<file path="src/rtl/bch_dec_arbiter.sv">
// bch_dec_arbiter: round-robin scheduler sharing one pipelined BCH(15,7)
// decoder between NREQ requesters.
// Ports:
//   clk, rst (async, active-low)
//   req_valid/req_codeword/req_ready : requester side, one-hot combinational grant
//   dec_codeword -> decoder input; dec_corrected/dec_error_flag <- decoder output
//   rsp_valid/rsp_word/rsp_error     : registered response, one-hot owner
//   flush, clr_stats                 : synchronous control
//   busy, word_count, err_count      : status and saturating statistics
module bch_dec_arbiter #(
  parameter int unsigned NREQ    = 2,
  parameter int unsigned LATENCY = 6,
  parameter int unsigned CNT_W   = 16
) (
  input  logic                 clk,
  input  logic                 rst,
  input  logic [NREQ-1:0]      req_valid,
  input  logic [15*NREQ-1:0]   req_codeword,
  output logic [NREQ-1:0]      req_ready,
  output logic [14:0]          dec_codeword,
  input  logic [14:0]          dec_corrected,
  input  logic                 dec_error_flag,
  output logic [NREQ-1:0]      rsp_valid,
  output logic [14:0]          rsp_word,
  output logic                 rsp_error,
  input  logic                 flush,
  input  logic                 clr_stats,
  output logic                 busy,
  output logic [CNT_W-1:0]     word_count,
  output logic [CNT_W-1:0]     err_count
);

  localparam int unsigned CW_W  = 15;
  localparam int unsigned IDX_W = 2;

  logic [IDX_W-1:0]              ptr_q, ptr_d;
  logic [NREQ-1:0]               grant_c;
  logic                          grant_any_c;
  logic [IDX_W-1:0]              grant_idx_c;

  logic [LATENCY-1:0]            tag_vld_q, tag_vld_d;
  logic [LATENCY-1:0][IDX_W-1:0] tag_idx_q, tag_idx_d;
  logic                          fire_c;

  logic [NREQ-1:0]               rsp_valid_q, rsp_valid_d;
  logic [CW_W-1:0]               rsp_word_q, rsp_word_d;
  logic                          rsp_error_q, rsp_error_d;
  logic                          busy_q, busy_d;
  logic [CNT_W-1:0]              word_cnt_q, word_cnt_d;
  logic [CNT_W-1:0]              err_cnt_q, err_cnt_d;

  // Round-robin pick: first valid at or above ptr, else wrap to the lowest valid.
  always_comb begin
    grant_c     = '0;
    grant_any_c = 1'b0;
    grant_idx_c = '0;
    if (!flush) begin
      for (int unsigned j = 0; j < NREQ; j++) begin
        if (!grant_any_c && req_valid[j] && (IDX_W'(j) >= ptr_q)) begin
          grant_any_c = 1'b1;
          grant_idx_c = IDX_W'(j);
        end
      end
      for (int unsigned j = 0; j < NREQ; j++) begin
        if (!grant_any_c && req_valid[j]) begin
          grant_any_c = 1'b1;
          grant_idx_c = IDX_W'(j);
        end
      end
      for (int unsigned j = 0; j < NREQ; j++) begin
        grant_c[j] = grant_any_c && (grant_idx_c == IDX_W'(j));
      end
    end
  end

  assign req_ready = grant_c;

  // Priority pointer moves just past the winner; holds when nothing is granted.
  always_comb begin
    ptr_d = ptr_q;
    if (grant_any_c) begin
      ptr_d = (grant_idx_c == IDX_W'(NREQ - 1)) ? '0 : grant_idx_c + IDX_W'(1);
    end
  end

  // Idle slots feed the all-zero codeword; its result is dropped by the tag valid.
  always_comb begin
    dec_codeword = '0;
    for (int unsigned j = 0; j < NREQ; j++) begin
      if (grant_c[j]) begin
        dec_codeword = req_codeword[CW_W*j +: CW_W];
      end
    end
  end

  // Tag shift register aligned with decoder latency.
  always_comb begin
    tag_vld_d    = '0;
    tag_idx_d    = '0;
    tag_vld_d[0] = grant_any_c;
    tag_idx_d[0] = grant_idx_c;
    for (int unsigned i = 1; i < LATENCY; i++) begin
      tag_vld_d[i] = tag_vld_q[i-1];
      tag_idx_d[i] = tag_idx_q[i-1];
    end
    if (flush) begin
      tag_vld_d = '0;
    end
  end

  assign fire_c = tag_vld_q[LATENCY-1] && !flush;
  assign busy_d = |tag_vld_d;

  // Response capture; word/error hold when nothing is delivered.
  always_comb begin
    rsp_valid_d = '0;
    rsp_word_d  = rsp_word_q;
    rsp_error_d = rsp_error_q;
    if (fire_c) begin
      for (int unsigned j = 0; j < NREQ; j++) begin
        rsp_valid_d[j] = (tag_idx_q[LATENCY-1] == IDX_W'(j));
      end
      rsp_word_d  = dec_corrected;
      rsp_error_d = dec_error_flag;
    end
  end

  // Saturating statistics; clear wins over a same-cycle increment.
  always_comb begin
    word_cnt_d = word_cnt_q;
    err_cnt_d  = err_cnt_q;
    if (clr_stats) begin
      word_cnt_d = '0;
      err_cnt_d  = '0;
    end else if (fire_c) begin
      if (word_cnt_q != {CNT_W{1'b1}}) begin
        word_cnt_d = word_cnt_q + CNT_W'(1);
      end
      if (dec_error_flag && (err_cnt_q != {CNT_W{1'b1}})) begin
        err_cnt_d = err_cnt_q + CNT_W'(1);
      end
    end
  end

  always_ff @(posedge clk or negedge rst) begin
    if (!rst) begin
      ptr_q       <= '0;
      tag_vld_q   <= '0;
      tag_idx_q   <= '0;
      rsp_valid_q <= '0;
      rsp_word_q  <= '0;
      rsp_error_q <= 1'b0;
      busy_q      <= 1'b0;
      word_cnt_q  <= '0;
      err_cnt_q   <= '0;
    end else begin
      ptr_q       <= ptr_d;
      tag_vld_q   <= tag_vld_d;
      tag_idx_q   <= tag_idx_d;
      rsp_valid_q <= rsp_valid_d;
      rsp_word_q  <= rsp_word_d;
      rsp_error_q <= rsp_error_d;
      busy_q      <= busy_d;
      word_cnt_q  <= word_cnt_d;
      err_cnt_q   <= err_cnt_d;
    end
  end

  assign rsp_valid  = rsp_valid_q;
  assign rsp_word   = rsp_word_q;
  assign rsp_error  = rsp_error_q;
  assign busy       = busy_q;
  assign word_count = word_cnt_q;
  assign err_count  = err_cnt_q;

endmodule

</file>
<file path="config.mk">
export PLATFORM = sky130hd
export DESIGN_NAME = bch_dec_arbiter
export DESIGN_NICKNAME = d
export VERILOG_FILES = /design/src/rtl/bch_dec_arbiter.sv
export SDC_FILE = /design/constraint.sdc
export NUM_CORES = 1
export LEC_CHECK = 0
export CORE_MARGIN = 1.5
export CORE_UTILIZATION = 25
export CTS_CLUSTER_DIAMETER = 50
export CTS_CLUSTER_SIZE = 12
export DETAILED_ROUTE_END_ITERATION = 16
export DONT_BUFFER_PORTS = 1
export PLACE_DENSITY = 0.39
export RECOVER_POWER = 100
export SYNTH_ARGS = -nofsm -noshare
export SYNTH_HDL_FRONTEND = slang
export SYNTH_SLANG_ARGS = --single-unit
</file>
<file path="constraint.sdc">
create_clock -name clk -period 2.7 [get_ports clk]
set_input_delay 0.405 -clock clk [delete_from_list [all_inputs] [get_ports clk]]
set_output_delay 0.405 -clock clk [all_outputs]
set_load 0.03 [all_outputs]
</file>
# [After elaboration in Yosys (flattened, before gate mapping)]
# Cells that the tools add are included.
[totals] in_bits=52 wordCells=71 output_inout_bits=68 register_bits=71
[op_classes] n_reduce_logical=21 mux=26 n_addsub=3 n_eq_ne=5 n_lt_le_gt_ge=2
[ops] op="2-to-1 mux 16 bit" n=6
[ops] op="adder 16 x 1 -> 16 bit, second input constant" n=2
[ops] op="inequality test 16 bit, second input constant" n=2
[ops] op="2-to-1 mux 15 bit" n=2
[ops] op="2-to-1 mux 2 bit" n=7
[ops] op="2-to-1 mux 1 bit" n=10
[ops] op="logical AND 1 bit" n=9
[ops] op="equality test 2 x 1 -> 1 bit, second input constant" n=3
[ops] op="2-to-1 mux 6 bit" n=1
[ops] op="nonzero test 2 bit" n=3
[ops] op="OR reduction 6 bit" n=1
[ops] op=">= comparator 1 x 2 -> 1 bit, first input constant" n=2
[ops] op="zero test 1 bit" n=4
[ops] op="zero test 2 bit" n=2
[ops] op="AND reduction 2 bit" n=2
[ops] op="adder 2 x 1 -> 2 bit, second input constant" n=1

# [Depth between registers and ports, before layout]
# Gate-level depths: netlist of the first run.
[logic_depth] depth_word=22 depth_mapped=6 depth_no_buf=5

# [Worst setup path before layout of the first run]
# Ideal clock, no wire load.
[synth_timing] path_kind="input -> output" from="input port flush" to="output port dec_codeword[10]" slack_ns=0.415 path_buffers=2 arrival_time_ns=1.880 stages=4 t_required_ns=2.295 cell_sequence="clkbuf_1 -> a211oi_1 -> buf_2 -> a22o_1"
[synth_between] elab_chain_len=3
[synth_rtl] element="start, declared" line_no="26" rtl="input logic flush,"
[synth_rtl] element="2-to-1 mux 2 bit" line_no="57" rtl="if (!flush) begin"
[synth_rtl] element="net req_ready[0]" line_no="19" rtl="output logic [NREQ-1:0] req_ready,"
[synth_rtl] element="2-to-1 mux 15 bit (2 in a row)" line_no="90" rtl="if (grant_c[j]) begin"
[synth_rtl] element="end, declared" line_no="20" rtl="output logic [14:0] dec_codeword,"
# The timed path passes the listed nets, and every way through them passes these cells.

# [Worst setup path in the final report of the first run]
[layout_timing] from="register err_cnt_q[7], in the netlist err_count[7]" to="register err_cnt_q[13], in the netlist err_count[13]"
[layout_between] elab_chain_len=4 word_cells_on_any_way=8 classes_between="add/sub (1); eq/ne (1); mux (3); reduce/logical (3)"
[layout_rtl] element="start, declared" line_no="50" rtl="logic [CNT_W-1:0] err_cnt_q, err_cnt_d;"
[layout_rtl] element="start signal, assigned" line_no="165" rtl="err_cnt_q <= err_cnt_d;"
[layout_rtl] element="adder 16 x 1 -> 16 bit / inequality test 16 bit (equally long branches)" line_no="140, 139"
[layout_rtl] element="2-to-1 mux 16 bit / logical AND 1 bit (equally long branches)" line_no="139" rtl="if (dec_error_flag && (err_cnt_q != {CNT_W{1'b1}})) begin"
[layout_rtl] element="2-to-1 mux 16 bit / nonzero test 2 bit (equally long branches)"
[layout_rtl] element="2-to-1 mux 16 bit / AND reduction 2 bit (equally long branches)"
# Several ways; a longest one is shown, not always the timed one. The select of a mux whose other input is x is not followed.
# A chain may end at the register's enable or synchronous reset.

==> impl_metrics.json, run 1 <==
{
  "fin_crit_sh_pct": 83.7,
  "drt_iter0_markers": 87,
  "grt_pass1_wl_um": 13100,
  "nets": 396,
  "initial_core_util_pct": 26.0,
  "min_from": "clr_stats",
  "synth.area.mux_share_pct": 4.59,
  "syn_area_um2": 3160,
  "synth_top_family_by_area": "simple AND/OR/NAND/NOR gates",
  "yosys.area_share.adder_pct": 0.792,
  "fmaxAchievable_ghz": 0.443,
  "diodes": 0,
  "critPathKind": "register to register",
  "vias_per_cell": 4.94,
  "drv_cap": 1,
  "yosysWarnings": 0,
  "ant_nets": 0,
  "hold_violations": 0,
  "synthCells": 330,
  "syn_avg_cell_area_um2": 9.57,
  "total_power_w": 0.00247,
  "cts_tree": "built",
  "yosysSeqAreaShare_pct": 50.7,
  "synth_compound_area_share_pct": 14.8,
  "skew_ns": 0.00469,
  "start_kind": "register",
  "syn-num-nets": 384,
  "htreeDepth": 3,
  "synth_xor_area_share_pct": 0,
  "layout-drive-gt1-share_pct": 9.22,
  "core_um2": 12200,
  "ir_drop_uv": 245,
  "required_ns": 2.92,
  "dieHeight_um": 115,
  "clock_path_buffers": 2,
  "r2r_slack_ns": 0.44,
  "gp_congestion": 0.750,
  "rr_startpoint": "err_count[7]",
  "final_max_slew_viol_count": 65,
  "num_io_pins": 120,
  "r2r_cells": 5,
  "port_buffers": 0,
  "synth_cell_type_count": 41,
  "numCtsBuffers": 9,
  "wl_um": 8280,
  "insertion_delay_ns": 0.33,
  "worstMarginPinSlew_ns": 1.66,
  "fin_setup_tns_ns": 0,
  "drt-wirelength-per-cell_um": 16.1,
  "rsz0062_at_grt": "false",
  "critPathArrivalTime_ns": 2.48,
  "drcViolationCount": 0,
  "ys.flop_type": "dfrtp_1",
  "status": "complete, but fails checks",
  "path_max_fanout": 8,
  "dieWidth_um": 115,
  "p_leak_nw": 1.63,
  "hold_end": "word_count[14]",
  "grt.total_usage_pct": 13.0,
  "worstReg2RegEnd": "err_count[13]",
  "grt_max_degree": 65,
  "ys_ff_latch": 64,
  "powerDensity_nw_per_um2": 667,
  "rows": 40,
  "setup_slack_ns": 0.441,
  "cts_root_buffer": "clkbuf_16",
  "slew-limit-headroom_pct": -10.6,
  "violations": "capacitance limit, slew limit",
  "first_global_vias": 2479,
  "syn2layout_area_growth_pct": 17.3,
  "hold_path_class": "primary input to register",
  "gr-total-overflow": 0,
  "min_path_cells": 1,
  "post_cts_buffers": 0,
  "synthSimpleGateAreaFrac_pct": 26.3,
  "synth_edf_count": 0,
  "num_vias": 2543,
  "finalSetupViolations": 0,
  "pre_cts_ws_ns": 0.481,
  "clock_sinks": 64,
  "first_pass_iters": 4,
  "dp_hpwl_um": 5780,
  "min_period_ns": 2.26,
  "async_reset_ff_share_pct": 100,
  "die_area_um2": 13300,
  "endpoint_kind": "register",
  "fin_util_pct": 30.5,
  "antenna_found_initial": 0,
  "nFillCells": 1303,
  "clk_transition_reported_paths_ns": 0.06
}
[critical path, stage by stage, from the launching register on]
cell and delay [ns]:
dfrtp_1 0.32, clkbuf_1 0.45, inv_1 0.17, or3_1 0.51
nor4_1 0.32, mux2_2 0.37
[cells by family (layout without fill, tap and decap cells)]
logic type	after synthesis	in the layout
flops	64	64
simple gates	161	161
compound gates	67	67
fa+ha+maj	2	2
mux	13	13
buf+inv	23	40
[sequential cells by signal, summed over array words and instances, names as in the netlist]
name / count
rsp_valid: 2
rsp_word: 15
ptr_q: 1
tag_idx_d: 5
rsp_error: 1
word_count: 16
busy: 1
tag_idx_q: 1
err_count: 16
tag_vld_q: 6
[cell usage in the layout, fill, tap and decap left out, types with 8 or more instances in the layout]
| cell type | instances |
|---|---|
| nand3_1 | 14 |
| a22o_1 | 15 |
| mux2_2 | 10 |
| clkbuf_1 | 13 |
| a21oi_1 | 20 |
| nand4_1 | 8 |
| nand2_1 | 62 |
| nor2_1 | 19 |
| o21ai_0 | 8 |
| dfrtp_1 | 64 |
| or4_1 | 8 |
| nor2b_1 | 17 |
| clkbuf_16 | 9 |
[repair_timing]
item / in CTS / in global routing
hold endpoints to repair: 64 / 0
resized for setup: 0 / 0
setup endpoints to repair: 0 / 0
hold buffers: 2 / 0
[final cells by class]
| class | instances | area, µm² | share of cell area [%] |
|---|---|---|---|
| clock inverter | 5 | 80.1 | 2.16 |
| sequential | 64 | 1600 | 43.2 |
| inverter | 7 | 26.3 | 0.709 |
| timing repair buffer | 17 | 82.6 | 2.23 |
| tap | 168 | 210 | 5.67 |
| clock buffer | 11 | 243 | 6.55 |
| multi-input combinational | 243 | 1460 | 39.5 |
[power breakdown]
| part | total [W] | leakage (nW) | internal (W) | switching, W |
|---|---|---|---|---|
| clock network | 0.00127 | 0.152 | 0.000832 | 0.000442 |
| registers | 0.00107 | 0.875 | 0.000995 | 0.0000751 |
| logic | 0.000128 | 0.598 | 0.0000352 | 0.0000924 |
[worst max-delay path by stage]
stage                  from               end  slack, ns  cells after the start
2_1_floorplan         flush  dec_codeword[10]       0.42                      4
6_report       err_count[7]     err_count[13]       0.44                      5
5_1_grt                 rst       rsp_word[3]       0.21                      2
3_3_place_gp   err_count[9]     err_count[13]       0.50                      4
3_5_place_dp   err_count[9]     err_count[13]       0.48                      4
4_1_cts        err_count[9]     err_count[13]       0.47                      4
[synthesized netlist by cell type (2+ instances only)]
cell | number | area, µm²
o31ai_1 | 7 | 52.6
buf_2 | 4 | 20.0
a211oi_1 | 4 | 30.0
nor2b_1 | 18 | 113
and2_1 | 2 | 12.5
nand2_1 | 62 | 233
and3_1 | 2 | 12.5
and4_1 | 5 | 43.8
nor3_1 | 5 | 25.0
o2111ai_1 | 2 | 17.5
nor4_1 | 3 | 18.8
mux2_2 | 12 | 135
nor2_1 | 19 | 71.3
or4_1 | 8 | 60.1
o41ai_1 | 3 | 26.3
o21ai_0 | 8 | 40.0
ha_1 | 2 | 25.0
dfrtp_1 | 64 | 1600
a21oi_1 | 20 | 100
inv_1 | 7 | 26.3
clkbuf_1 | 12 | 45.0
a22o_1 | 15 | 131
nand4_1 | 8 | 50.1
o211a_1 | 3 | 30.0
or3_1 | 6 | 37.5
nand3_1 | 14 | 70.1
[layer usage]
metal | global-route usage, % | routed length (µm) | vias to the layer above
met5 | 0 | 0 | -
met2 | 21.3 | 4010 | 98
met4 | 6.83 | 175 | 0
met1 | 15.5 | 3540 | 1214
met3 | 3.71 | 552 | 11
li1 | - | - | 1220
[per-stage QoR]
| stage | instance area, µm² | std cells | hold slack (ns) |
|---|---|---|---|
| after global routing | 3710 | 515 | 0.119 |
| after detailed placement | 3420 | 497 | 0.112 |
| after CTS | 3780 | 515 | 0.112 |
| after floorplan | 3160 | 330 | 0.109 |
| final | 3710 | 515 | 0.128 |
| after global placement | 3420 | 497 | 0.112 |
Note: power is estimated with default switching activity, not from simulation.
==> run 2, diff against run 1 <==
--- a/config.mk
+++ b/config.mk
@@ -5,6 +5,7 @@
 export SDC_FILE = /design/constraint.sdc
 export NUM_CORES = 1
 export LEC_CHECK = 0
+export ABC_AREA = 1
 export CORE_MARGIN = 1.5
 export CORE_UTILIZATION = 25
 export CTS_CLUSTER_DIAMETER = 50
==> constraint.sdc (replaced) <==
create_clock -name clk -period 2.2 [get_ports clk]
set_input_delay 0.33 -clock clk [delete_from_list [all_inputs] [get_ports clk]]
set_output_delay 0.33 -clock clk [all_outputs]
set_load 0.03 [all_outputs]
==> run 2 against run 1 <==
The run now ends clean; global-route usage grew 0.49 points; final cell count grew 29%; worst setup slack lost 0.25 ns; design area grew 9.0%; sequential power grew 28%; area after synthesis grew 8.1%; largest cell class unchanged; largest power group unchanged.
==> impl_metrics.json, run 2 <==
{
  "synthMostInstantiatedCell": "nand2_1",
  "gr-total-overflow": 0,
  "grt_pass1_wl_um": 15000,
  "p_sw_share_pct": 25.7,
  "synthCells": 445,
  "synth_edf_count": 0,
  "core_um2": 13300,
  "die_area_um2": 14400,
  "synth_cell_type_count": 28,
  "synth_common_cells": "157 x nand2_1, 64 x dfrtp_1, 45 x nor2_1, 44 x nand3_1, 40 x inv_1",
  "start_kind": "register",
  "critPathTopFamily": "compound AO/OA/AOI/OAI gates",
  "antenna_found_initial": 0,
  "synth_top_area_cell": "dfrtp_1",
  "finalSetupViolations": 0,
  "syn2layout_area_growth_pct": 18.3,
  "p_leak_nw": 1.95,
  "path_cells": "a21oi_1 > nand2_1 > inv_1 > a22o_1",
  "synth_top_cell_area_share_pct": 46.9,
  "skew_ns": 0.00952,
  "cts_resized": 0,
  "hold_violations": 0,
  "syn-num-nets": 499,
  "num_io_pins": 120,
  "layout_common_cells": "157 x nand2_1, 64 x dfrtp_1, 45 x nor2_1, 45 x nand3_1, 40 x inv_1",
  "diodes": 0,
  "min_period_ns": 2.01,
  "grt_max_degree": 65,
  "cts_hold_buf": 2,
  "crit_slowest_cell": "a22o_1",
  "wl_um": 9180,
  "synthTopCellsByArea": "dfrtp_1 47%, nand2_1 17%, nand3_1 6.4%",
  "dieHeight_um": 120,
  "fin_setup_tns_ns": 0,
  "ys.flop_type": "dfrtp_1",
  "dieWidth_um": 120,
  "rows": 42,
  "worstMarginPinSlew_ns": 0.916,
  "drt_iter0_markers": 136,
  "critPathBufInv": 1,
  "vias_per_cell": 4.57,
  "slowest_delay_ns": 0.41,
  "pre_cts_ws_ns": 0.404,
  "clk_transition_reported_paths_ns": 0.05,
  "power_frac_clock_pct": 49.4,
  "insertion_delay_ns": 0.34,
  "switching_power_w": 0.000811,
  "first_pass_iters": 4,
  "required_ns": 1.87,
  "yosysSeqAreaShare_pct": 46.9,
  "path_max_fanout": 16,
  "critPathArrivalTime_ns": 1.68,
  "powerDensity_nw_per_um2": 781,
  "clock_sinks": 64,
  "critPathKind": "register to output pin",
  "ant_nets": 0,
  "slew-limit-headroom_pct": 38.9,
  "grt.total_usage_pct": 13.5,
  "syn_avg_cell_area_um2": 7.67,
  "drv_cap": 0,
  "nFillCells": 1447,
  "nets": 536,
  "final_max_slew_viol_count": 0,
  "drcViolationCount": 0,
  "rsz0062_at_grt": "false",
  "cp.depth": 4,
  "ys_ff_latch": 64,
  "ir_drop_uv": 387,
  "r2r_slack_ns": 0.21,
  "async_reset_ff_share_pct": 100,
  "final_common_cell": "nand2_1",
  "numCtsBuffers": 9,
  "min_path_cells": 1,
  "cts_root_buffer": "clkbuf_16",
  "total_power_w": 0.00315,
  "p_int_w": 0.00234,
  "comb_power_share_pct": 7.2,
  "gp_congestion": 0.774,
  "first_global_vias": 2989,
  "setup_slack_ns": 0.193,
  "status": "complete, no violations",
  "clock_path_buffers": 2,
  "fin_crit_sh_pct": 91.2,
  "dp_hpwl_um": 6620,
  "num_vias": 3028,
  "r2r_cells": 9,
  "initial_core_util_pct": 25.7,
  "cts_tree": "built",
  "hold_ws_ns": 0.0747,
  "syn_area_um2": 3410,
  "hold_path_class": "primary input to register",
  "port_buffers": 0,
  "layout-drive-gt1-share_pct": 6.17,
  "endpoint_kind": "output pin",
  "fmaxAchievable_ghz": 0.498,
  "p_seq_share_pct": 43.4,
  "drt-wirelength-per-cell_um": 13.9,
  "htreeDepth": 3,
  "post_cts_buffers": 0,
  "yosysWarnings": 0
}
## run 2: cell count changes in the layout (fill, tap and decap cells not counted), sizes merged, moves of 19 or more
cell	delta
nand2	+95
clkbuf	+22
nand3	+31
nor2	+31
inv	+35
a21oi	-19
## run 2: worst paths after layout
path                                    from               to
worst max-delay path                ptr_q[0]  dec_codeword[1]
worst min-delay path                   flush     tag_vld_q[2]
worst max register to register  err_count[2]    err_count[15]
worst min register to register  tag_idx_d[8]    tag_idx_d[10]
max in group asynchronous                rst     tag_idx_d[8]
min in group asynchronous                rst    word_count[7]
## run 2: layout make-up
| class | instances | area, µm² | share of cell area, % |
|---|---|---|---|
| sequential | 64 | 1600 | 39.7 |
| multi-input combinational | 325 | 1560 | 38.6 |
| clock buffer | 12 | 256 | 6.35 |
| tap | 176 | 220 | 5.45 |
| timing repair buffer | 40 | 180 | 4.46 |
| inverter | 42 | 158 | 3.90 |
| clock inverter | 3 | 65.1 | 1.61 |
## run 2: metal layers
metal | vias up | GRT usage, % | part of all wire (%)
met3 | 20 | 3.28 | 5.7
li1 | 1509 | - | -
met2 | 99 | 22.4 | 47
met5 | - | 0 | 0
met4 | 0 | 7.37 | 2.7
met1 | 1400 | 16.0 | 45
## run 2: power by group through the flow
stage          registers (W)  logic, W  clock network [W]
2_1_floorplan        0.00140  0.000158                  0
3_3_place_gp         0.00139  0.000211                  0
3_5_place_dp         0.00139  0.000212                  0
4_1_cts              0.00137  0.000247            0.00162
5_1_grt              0.00138  0.000256            0.00166
6_report             0.00137  0.000227            0.00156
## run 2: kinds of logic after synthesis
family,share of synthesized area [%]
AO/OA/AOI/OAI,7.48
flip-flops,46.9
buffers and inverters,7.11
XOR/XNOR,2.82
adder cells (fa/ha/maj),0.733
AND/OR/NAND/NOR,35.0
## run 2: through the flow
| stage | area, µm² | util (%) | cells |
|---|---|---|---|
| 4_1_cts | 4190 | 31.5 | 662 |
| 2_1_floorplan | 3410 | - | 445 |
| 3_5_place_dp | 3830 | 28.8 | 645 |
| 6_report | 4040 | 30.4 | 662 |
| 5_1_grt | 4040 | 30.4 | 662 |
| 3_3_place_gp | 3830 | 28.8 | 645 |
## run 2: worst register-to-register path: cells and delay by family, from the launching register on
| family | cells | cell delay [ns] |
|---|---|---|
| buffers and inverters | 1 | 0.38 |
| DFF | 1 | 0.39 |
| and+or+nand+nor | 8 | 1.17 |
==> run 3, diff against run 2 <==
--- a/config.mk
+++ b/config.mk
@@ -6,13 +6,13 @@
 export NUM_CORES = 1
 export LEC_CHECK = 0
 export ABC_AREA = 1
+export BUFFER_PORTS_ARGS = -buffer_cell sky130_fd_sc_hd__buf_4
 export CORE_MARGIN = 1.5
 export CORE_UTILIZATION = 25
 export CTS_CLUSTER_DIAMETER = 50
 export CTS_CLUSTER_SIZE = 12
 export DETAILED_ROUTE_END_ITERATION = 16
-export DONT_BUFFER_PORTS = 1
-export PLACE_DENSITY = 0.39
+export PLACE_DENSITY = 0.47
 export RECOVER_POWER = 100
 export SYNTH_ARGS = -nofsm -noshare
 export SYNTH_HDL_FRONTEND = slang
==> run 3 against run 2 <==
Total power is 5.0% lower; sequential power down 7%; fmax decreased by 0.19%; non-clock buffer count rose by 87; worst setup slack got worse by 0.0038 ns; combinational power grew 98%; critical path depth did not move; worst hold slack gained 0.13 ns; register-to-register slack better by 0.03 ns; highest routed layer unchanged.
==> impl_metrics.json, run 3 (synthesized netlist as in run 2, its figures left out) <==
{
  "status": "complete, no violations",
  "drt-wirelength-per-cell_um": 12.3,
  "clock_path_buffers": 2,
  "initial_core_util_pct": 25.7,
  "fin_crit_sh_pct": 91.4,
  "start_kind": "register",
  "hold_violations": 0,
  "port_buffers": 119,
  "antenna_found_initial": 0,
  "final_max_slew_viol_count": 0,
  "num_vias": 3282,
  "critPathKind": "register to output pin",
  "nets": 623,
  "critPathTopFamily": "compound AO/OA/AOI/OAI gates",
  "clock_sinks": 64,
  "hold_path_class": "primary input to register",
  "p_sw_share_pct": 27.7,
  "grt_max_degree": 46,
  "insertion_delay_ns": 0.33,
  "p_seq_share_pct": 42.8,
  "dp_hpwl_um": 6820,
  "dieWidth_um": 120,
  "first_pass_iters": 6,
  "total_power_w": 0.00300,
  "path_cells": "o211ai_1 > inv_1 > a22o_1 > buf_4",
  "endpoint_kind": "output pin",
  "worstMarginPinSlew_ns": 1.15,
  "path_max_fanout": 16,
  "wl_um": 9190,
  "slowest_delay_ns": 0.39,
  "num_io_pins": 120,
  "drt_iter0_markers": 157,
  "numCtsBuffers": 9,
  "rows": 42,
  "required_ns": 1.87,
  "grt_pass1_wl_um": 15500,
  "htreeDepth": 3,
  "drcViolationCount": 0,
  "finalSetupViolations": 0,
  "powerDensity_nw_per_um2": 660,
  "gp_congestion": 0.788,
  "slew-limit-headroom_pct": 23.4,
  "crit_slowest_cell": "dfrtp_1",
  "layout_common_cells": "157 x nand2_1, 64 x dfrtp_1, 57 x clkbuf_1, 56 x buf_4",
  "core_um2": 13300,
  "clk_transition_reported_paths_ns": 0.05,
  "comb_power_share_pct": 15.0,
  "critPathBufInv": 2,
  "p_leak_nw": 2.24,
  "syn2layout_area_growth_pct": 33.0,
  "switching_power_w": 0.000830,
  "cts_tree": "built",
  "gr-total-overflow": 0,
  "vias_per_cell": 4.39,
  "ant_nets": 0,
  "rsz0062_at_grt": "false",
  "layout-drive-gt1-share_pct": 16.4,
  "skew_ns": 0.00363,
  "first_global_vias": 3227,
  "fin_setup_tns_ns": 0,
  "final_common_cell": "nand2_1",
  "die_area_um2": 14400,
  "dieHeight_um": 120,
  "drv_cap": 0,
  "cts_root_buffer": "clkbuf_16",
  "ir_drop_uv": 238,
  "min_period_ns": 2.01,
  "critPathArrivalTime_ns": 1.68,
  "grt.total_usage_pct": 13.4,
  "fmaxAchievable_ghz": 0.497,
  "p_int_w": 0.00217,
  "diodes": 0,
  "nFillCells": 1453,
  "power_frac_clock_pct": 42.2
}
-- run 3: changes by cell type in the layout (fill, tap and decap cells not counted), moves of 2 or more --
cell        delta
bufinv_16      -2
clkbuf_4       +7
buf_2          +3
clkinv_2       +2
clkinvlp_4     +2
clkbuf_1      +24
buf_4         +51
-- run 3: what timing repair did --
item,CTS,global route
setup endpoints to repair,0,1
hold buffers,0,0
buffers inserted,0,0
gates resized for setup,0,1
-- run 3: layer usage --
metal | wire [µm] | up-vias | track usage (%)
li1 | - | 1682 | -
met1 | 4340 | 1467 | 17.5
met2 | 4090 | 120 | 21.8
met3 | 647 | 13 | 3.04
met4 | 121 | 0 | 4.69
met5 | 0 | - | 0
-- run 3: worst register-to-register path, delay by kind of cell, from the launching register on --
kind	cells	cell delay, ns
flip-flops	1	0.42
adder cells (fa/ha/maj)	1	0.26
AND/OR/NAND/NOR	7	1.21
-- run 3: worst paths after layout --
path                                         to  depth (start not counted)  slack, ns        startpoint
worst max-delay path            dec_codeword[7]                          4       0.19          ptr_q[0]
worst min-delay path                rsp_word[7]                          3       0.20  dec_corrected[7]
worst max register to register     err_count[2]                          8       0.24      err_count[0]
worst min register to register     tag_idx_d[8]                          0       0.35      tag_idx_d[6]
max in group asynchronous          tag_vld_q[5]                          2       1.02               rst
min in group asynchronous          err_count[9]                          1       0.22               rst
-- run 3: layout make-up --
| class | count | area (µm²) | share of cell area, % |
|---|---|---|---|
| Sequential cell | 64 | 1600 | 35.3 |
| Multi-Input combinational cell | 325 | 1560 | 34.3 |
| Timing Repair Buffer | 127 | 739 | 16.3 |
| Clock buffer | 10 | 239 | 5.26 |
| Tap cell | 176 | 220 | 4.85 |
| Inverter | 42 | 161 | 3.55 |
| Clock inverter | 4 | 22.5 | 0.496 |
-- run 3: metrics by stage --
stage	setup slack [ns]	instances	util (%)	area (µm²)	hold slack, ns
global route	0.0135	748	34.2	4540	0.198
floorplan	0.262	445	-	3410	0.0344
CTS	0.116	748	35.9	4780	0.0300
global placement	0.357	734	34.0	4520	0.337
detailed placement	0.342	734	34.0	4520	0.338
finish	0.190	748	34.2	4540	0.200
-- run 3: power by group through the flow --
stage / Combinational (W) / Clock (W) / Sequential (W)
global placement: 0.000507 / 0 / 0.00130
detailed placement: 0.000510 / 0 / 0.00130
CTS: 0.000511 / 0.00132 / 0.00128
finish: 0.000450 / 0.00127 / 0.00128
global route: 0.000493 / 0.00137 / 0.00129
floorplan: 0.000158 / 0 / 0.00140
